**config.mk**
```make
export PLATFORM = sky130hd
export DESIGN_NAME = dma_line_copier
export DESIGN_NICKNAME = d
export VERILOG_FILES = /design/src/rtl/dma_line_copier.sv
export SDC_FILE = /design/constraint.sdc
export NUM_CORES = 2
export LEC_CHECK = 0
export CORE_ASPECT_RATIO = 0.9
export CORE_MARGIN = 5
export CORE_UTILIZATION = 40
export CTS_BUF_LIST = sky130_fd_sc_hd__clkbuf_8
export CTS_CLUSTER_DIAMETER = 200
export DETAILED_ROUTE_END_ITERATION = 8
export GPL_ROUTABILITY_DRIVEN = 0
export GPL_TIMING_DRIVEN = 0
export SETUP_SLACK_MARGIN = 0.05
export SYNTH_ARGS = -nofsm -noshare
export SYNTH_HDL_FRONTEND = slang
export SYNTH_SLANG_ARGS = --single-unit
```
**constraint.sdc**
```tcl
create_clock -name clk -period 43.8 [get_ports clk]
set_clock_uncertainty 0.15 [all_clocks]
set_input_delay 6.57 -clock clk [delete_from_list [all_inputs] [get_ports clk]]
set_output_delay 6.57 -clock clk [all_outputs]
set_load 0.05 [all_outputs]
```
**src/rtl/dma_line_copier.sv**
```systemverilog
// Multi-line DMA copy engine: reads each line from src into a local buffer, then
// writes it to dst, stepping both addresses by one line stride per line.
module dma_line_copier #(
  parameter int DATA_W     = 32,
  parameter int LINE_WORDS = 16,
  parameter int ADDR_W     = 64,
  parameter int LINES_W    = 16
) (
  input  logic              clk,
  input  logic              rst,
  input  logic              start,
  input  logic [ADDR_W-1:0] src_addr,
  input  logic [ADDR_W-1:0] dst_addr,
  input  logic [LINES_W-1:0] num_lines,
  output logic              busy,
  output logic              done,
  output logic              err_ovf,
  output logic [1:0]        op,
  output logic [ADDR_W-1:0] io_address,
  input  logic              tx_done,
  input  logic              rd_valid,
  input  logic              wr_ready,
  input  logic [DATA_W-1:0] common_data_bus_in,
  output logic [DATA_W-1:0] common_data_bus_out
);

  localparam int CW = $clog2(LINE_WORDS) + 1;
  localparam logic [CW-1:0]     LW_C     = CW'(LINE_WORDS);
  localparam logic [ADDR_W-1:0] STRIDE_C = ADDR_W'(LINE_WORDS * (DATA_W / 8));

  localparam logic [2:0] S_IDLE     = 3'd0;
  localparam logic [2:0] S_RD       = 3'd1;
  localparam logic [2:0] S_WR_PRIME = 3'd2;
  localparam logic [2:0] S_WR       = 3'd3;
  localparam logic [2:0] S_DONE     = 3'd4;

  localparam logic [1:0] OP_IDLE  = 2'b00;
  localparam logic [1:0] OP_READ  = 2'b01;
  localparam logic [1:0] OP_WRITE = 2'b11;

  logic [2:0]         state_q, state_d;
  logic [ADDR_W-1:0]  src_q, src_d;
  logic [ADDR_W-1:0]  dst_q, dst_d;
  logic [LINES_W-1:0] num_q, num_d;
  logic [LINES_W-1:0] line_cnt_q, line_cnt_d;
  logic [CW-1:0]      rd_cnt_q, rd_cnt_d;
  logic [CW-1:0]      wr_idx_q, wr_idx_d;
  logic               err_q, err_d;
  logic               busy_q, busy_d;
  logic               done_q, done_d;
  logic [1:0]         op_q, op_d;
  logic [ADDR_W-1:0]  addr_q, addr_d;
  logic               buf_we_s;
  logic [DATA_W-1:0]  buf_q [LINE_WORDS];
  logic [DATA_W-1:0]  bus_out_s;

  // Next-state logic: src_q/dst_q always hold the current line's addresses.
  always_comb begin
    state_d    = state_q;
    src_d      = src_q;
    dst_d      = dst_q;
    num_d      = num_q;
    line_cnt_d = line_cnt_q;
    rd_cnt_d   = rd_cnt_q;
    wr_idx_d   = wr_idx_q;
    err_d      = err_q;
    buf_we_s   = 1'b0;
    case (state_q)
      S_IDLE: begin
        if (start) begin
          src_d      = src_addr;
          dst_d      = dst_addr;
          num_d      = num_lines;
          err_d      = 1'b0;
          line_cnt_d = '0;
          rd_cnt_d   = '0;
          state_d    = (num_lines == '0) ? S_DONE : S_RD;
        end else begin
          state_d = S_IDLE;
        end
      end
      S_RD: begin
        if (rd_valid) begin
          if (rd_cnt_q < LW_C) begin
            buf_we_s = 1'b1;
            rd_cnt_d = rd_cnt_q + CW'(1);
          end else begin
            err_d = 1'b1;
          end
        end else begin
          rd_cnt_d = rd_cnt_q;
        end
        if (tx_done) begin
          state_d = S_WR_PRIME;
        end else begin
          state_d = S_RD;
        end
      end
      S_WR_PRIME: begin
        wr_idx_d = '0;
        state_d  = S_WR;
      end
      S_WR: begin
        if (tx_done) begin
          rd_cnt_d   = '0;
          line_cnt_d = line_cnt_q + LINES_W'(1);
          src_d      = src_q + STRIDE_C;
          dst_d      = dst_q + STRIDE_C;
          state_d    = (line_cnt_q + LINES_W'(1) == num_q) ? S_DONE : S_RD;
        end else if (wr_ready && (wr_idx_q < rd_cnt_q)) begin
          wr_idx_d = wr_idx_q + CW'(1);
        end else begin
          wr_idx_d = wr_idx_q;
        end
      end
      S_DONE: begin
        state_d = S_IDLE;
      end
      default: begin
        state_d = S_IDLE;
      end
    endcase
  end

  // Outputs are derived from the next state so they register alongside it.
  always_comb begin
    op_d   = OP_IDLE;
    addr_d = '0;
    case (state_d)
      S_RD: begin
        op_d   = OP_READ;
        addr_d = src_d;
      end
      S_WR_PRIME, S_WR: begin
        op_d   = OP_WRITE;
        addr_d = dst_d;
      end
      default: begin
        op_d   = OP_IDLE;
        addr_d = '0;
      end
    endcase
    busy_d = (state_d == S_RD) || (state_d == S_WR_PRIME) || (state_d == S_WR);
    done_d = (state_d == S_DONE);
  end

  // Control and output registers.
  always_ff @(posedge clk or posedge rst) begin
    if (rst) begin
      state_q    <= S_IDLE;
      src_q      <= '0;
      dst_q      <= '0;
      num_q      <= '0;
      line_cnt_q <= '0;
      rd_cnt_q   <= '0;
      wr_idx_q   <= '0;
      err_q      <= 1'b0;
      busy_q     <= 1'b0;
      done_q     <= 1'b0;
      op_q       <= OP_IDLE;
      addr_q     <= '0;
    end else begin
      state_q    <= state_d;
      src_q      <= src_d;
      dst_q      <= dst_d;
      num_q      <= num_d;
      line_cnt_q <= line_cnt_d;
      rd_cnt_q   <= rd_cnt_d;
      wr_idx_q   <= wr_idx_d;
      err_q      <= err_d;
      busy_q     <= busy_d;
      done_q     <= done_d;
      op_q       <= op_d;
      addr_q     <= addr_d;
    end
  end

  // Line buffer capture.
  always_ff @(posedge clk or posedge rst) begin
    if (rst) begin
      for (int i = 0; i < LINE_WORDS; i++) begin
        buf_q[i] <= '0;
      end
    end else if (buf_we_s) begin
      buf_q[rd_cnt_q[CW-2:0]] <= common_data_bus_in;
    end
  end

  // Write data: slots past the captured count read as zero on a short line.
  always_comb begin
    bus_out_s = '0;
    if (state_q == S_WR_PRIME) begin
      bus_out_s = buf_q[0];
    end else if ((state_q == S_WR) && (wr_idx_q < rd_cnt_q)) begin
      bus_out_s = buf_q[wr_idx_q[CW-2:0]];
    end else begin
      bus_out_s = '0;
    end
  end

  assign busy                = busy_q;
  assign done                = done_q;
  assign err_ovf             = err_q;
  assign op                  = op_q;
  assign io_address          = addr_q;
  assign common_data_bus_out = bus_out_s;

endmodule

```
==> flow_summary_export.csv <==
group,metric,value,unit
timing,timing.final.crit_share,28.4,%
status,violations,"capacitance limit, slew limit",
grt,met3_usage,6.84,%
logic_synthesis,synthMostInstantiatedCell,"dfrtp_1",
logic_synthesis,synth-main-ff-cell,"dfrtp_1",
logic_synthesis,synth_area,0.0361,mm^2
routing,routed_wirelength,117000,um
routing,drt-initial-drc-count,2570,
die,die_h,295,um
pwr,p_leak,19.0,nW
worst_hold_path,whs_path_depth,2,
clock_network,cts_resized,0,
grt,antenna_found_initial,10,
worst_hold_path,min_to,"src_q[3]$_DFF_PP0_",
routing,drc,0,
worst_setup_path,crit_arrival,5.71,ns
worst_setup_path,path_max_fanout,10,
logic_synthesis,synthCells,2872,
clock_network,cts_tree,"yes",
finish,syn2layout_area_growth,19.6,%
logic_synthesis,synth_fa_ha_area_share,0.415,%
placed_design,io_buffers,281,
finish,drive_gt1_share,26.3,%
worst_setup_path,rr_endpoint,"io_address[56]$_DFF_PP0_",
grt,use_met1,33.3,%
logic_synthesis,ys_seq_elements,754,
pwr,seqPwrFrac,36.7,%
timing,rsz0062_at_grt,"no",
finish,final_nets,3488,
routing,wl_per_cell,25.6,um
pwr,p_switching,1.19,mW
status,status,"complete, but fails checks",
clock_network,htree_levels,4,
worst_setup_path,reg2reg_slack,39.34,ns
logic_synthesis,synth.distinct_cells,75,
pwr,vdd_drop_max,70.4,uV
die,io_pins,283,
timing,fmax,0.0804,GHz
routing,firstDrtPassIters,6,
die,initial_core_util,40.4,%
worst_setup_path,critPathKind,"reg -> out",
timing,fin_setup_tns,0,ns
worst_hold_path,hp-start,"src_q[3]$_DFF_PP0_",
clock_network,clk_latency,0.79,ns
pwr,pwr-share-comb,41.7,%
clock_network,post_cts_buffers,0,
grt,overflow,0,
die,std_cell_rows,104,
logic_synthesis,synth_common_cells,"dfrtp_1, mux2_2, nand2_1",
logic_synthesis,syn_nets,3066,
pwr,p_int,1.80,mW
die,dieArea,0.0965,mm^2
routing,viasPerCell,5.93,
logic_synthesis,synth_simple_gate_area_share,8.98,%
logic_synthesis,yosys.area.top_type,"dfrtp_1",
worst_setup_path,end_kind,"primary output",
logic_synthesis,avgSynthCellArea,12.6,um^2
flow_run,cap_violations,1,
grt,use_met2,36.1,%
pwr,powerDensity,69.3,mW/mm^2
grt,grt_use_total,24.0,%
timing,hold_viol_final,0,
clock_network,hold_buffers,0,
clock_network,max-clock-path-buffers,3,
grt,grt_pass1_wl,175000,um
logic_synthesis,synth.area.top_cells,"dfrtp_1, mux2_2, mux4_2",
clock_network,numCtsBuffers,133,
logic_synthesis,synth.area.mux_share,26.0,%
clock_network,cts.sinks,754,
grt,grt_pass1_vias,26900,
routing,antenna_left,0,
logic_synthesis,synth_xor_xnor_area_share,0.582,%
timing,slew_headroom,-2.36,%
worst_setup_path,reg2reg_from,"state_q[2]$_DFF_PP0_",
worst_setup_path,r2r_cells,9,
routing,vias,27000,
logic_synthesis,synth_compound_area_share,8.86,%
logic_synthesis,yosys_warnings,0,
clock_network,clk_pin_slew,0.06,ns
logic_synthesis,synth_top_area_share,52.2,%
placed_design,dp_slack,32.17,ns
logic_synthesis,synthArstFlopShare,100,%
timing,setup_violations,0,
worst_setup_path,worstSetupStartpointType,"flip-flop",
timing,maxSlewViolCount,8,
timing,max_slew.worst_pin.slew,1.52,ns
logic_synthesis,synth-edff-count,0,
die,coreArea,0.0895,mm^2
die,die_x,327,um
clock_network,root_buffer,"clkbuf_8",
logic_synthesis,synth_seq_area_share,52.2,%
logic_synthesis,synth_top_family_by_area,"multiplexers",
grt,busiest_layer,"met2",
pwr,pwr-share-clk,21.6,%
pwr,p_sw_share,39.9,%
timing,setup_ws,31.37,ns
placed_design,place_hpwl,80400,um
worst_setup_path,worst_ep_required_time,37.08,ns
finish,filler_cell_count,8142,
grt,grt_max_degree,128,
worst_hold_path,hold_path.class,"reg -> reg",
timing,fin_crit,12.43,ns
through the flow:
step	total power, mW	instances	cell area [um^2]	hold WS, ns	util [%]
after CTS	2.99	4552	43200	0.324	48.3
after detailed placement	2.34	4325	40600	0.311	45.3
after floorplan	1.89	2872	36100	0.291	-
after global routing	3.14	4554	43200	0.341	48.3
after global placement	2.33	4319	40400	0.303	45.1
final	2.99	4556	43200	0.320	48.3
worst max path at each step:
| stage | startpoint | slack [ns] | to | depth (start not counted) |
|---|---|---|---|---|
| 5_1_grt | wr_idx_q[0]$_DFFE_PP0P_ | 31.14 | common_data_bus_out[10] | 9 |
| 3_5_place_dp | wr_idx_q[0]$_DFFE_PP0P_ | 32.17 | common_data_bus_out[11] | 9 |
| 2_1_floorplan | rst | 15.92 | buf_q[0]$_DFFE_PP0P_ | 1 |
| 3_3_place_gp | rst | 5.91 | buf_q[248]$_DFFE_PP0P_ | 2 |
| 4_1_cts | wr_idx_q[0]$_DFFE_PP0P_ | 31.27 | common_data_bus_out[11] | 9 |
| 6_report | wr_idx_q[0]$_DFFE_PP0P_ | 31.37 | common_data_bus_out[11] | 9 |
cell type report:
| type | instances | area, um^2 | area share, % |
|---|---|---|---|
| Antenna cell | 4 | 10.0 | 0.0232 |
| Buffer | 223 | 863 | 2.00 |
| Clock buffer | 166 | 2280 | 5.29 |
| Clock inverter | 61 | 329 | 0.762 |
| Inverter | 57 | 221 | 0.513 |
| Multi-Input combinational cell | 1838 | 16200 | 37.5 |
| Sequential cell | 754 | 18900 | 43.7 |
| Tap cell | 1166 | 1460 | 3.38 |
| Timing Repair Buffer | 287 | 2980 | 6.89 |
routing by layer:
metal	vias to the layer above	part of all wire, %
met5	-	0.057
met4	10	4.0
met1	13800	43
li1	11700	-
met2	1215	44
met3	286	8.8
sequential cells by signal (all words and copies together) (netlist names):
signal	flops
dst_q	64
rd_cnt_q	5
wr_idx_q	5
busy	1
src_q	64
buf_q	512
num_q	16
done	1
io_address	64
state_q	3
op	2
err_ovf	1
line_cnt_q	16
cells by family after synthesis:
family / count (synthesis)
muxes: 674
buffers and inverters: 280
AOI/OAI and AO/OA: 461
adders and majority gates: 12
DFF: 754
and+or+nand+nor: 667
xor gates and xnor gates: 24
placed cells by master (no fill, tap or decap), drive strengths merged, types with 49 or more instances in the layout:
cell type and count:
dfrtp 754, mux2 512, clkbuf 333, nand2 298, clkdlybuf4s50 281, mux4 160, o21ai 153, inv 107
nand3 87, a22o 66, nor2 62, buf 62, nor4 49
critical path, stage by stage (launching register included):
cell             delay, ns
dfrtp_1               0.36
clkbuf_1              0.57
buf_1                 0.49
clkbuf_1              0.76
clkbuf_1              0.76
mux4_2                0.39
mux4_2                0.23
inv_1                 0.04
o21ai_0               0.42
clkdlybuf4s50_1       0.91
power by group through the flow:
stage	Clock (mW)	Combinational, mW	Sequential (mW)
finish	0.648	1.25	1.10
global route	0.695	1.32	1.12
CTS	0.662	1.24	1.09
detailed placement	0	1.24	1.10
global placement	0	1.22	1.10
floorplan	0	0.746	1.15
Note: power is estimated with default switching activity, not from simulation.
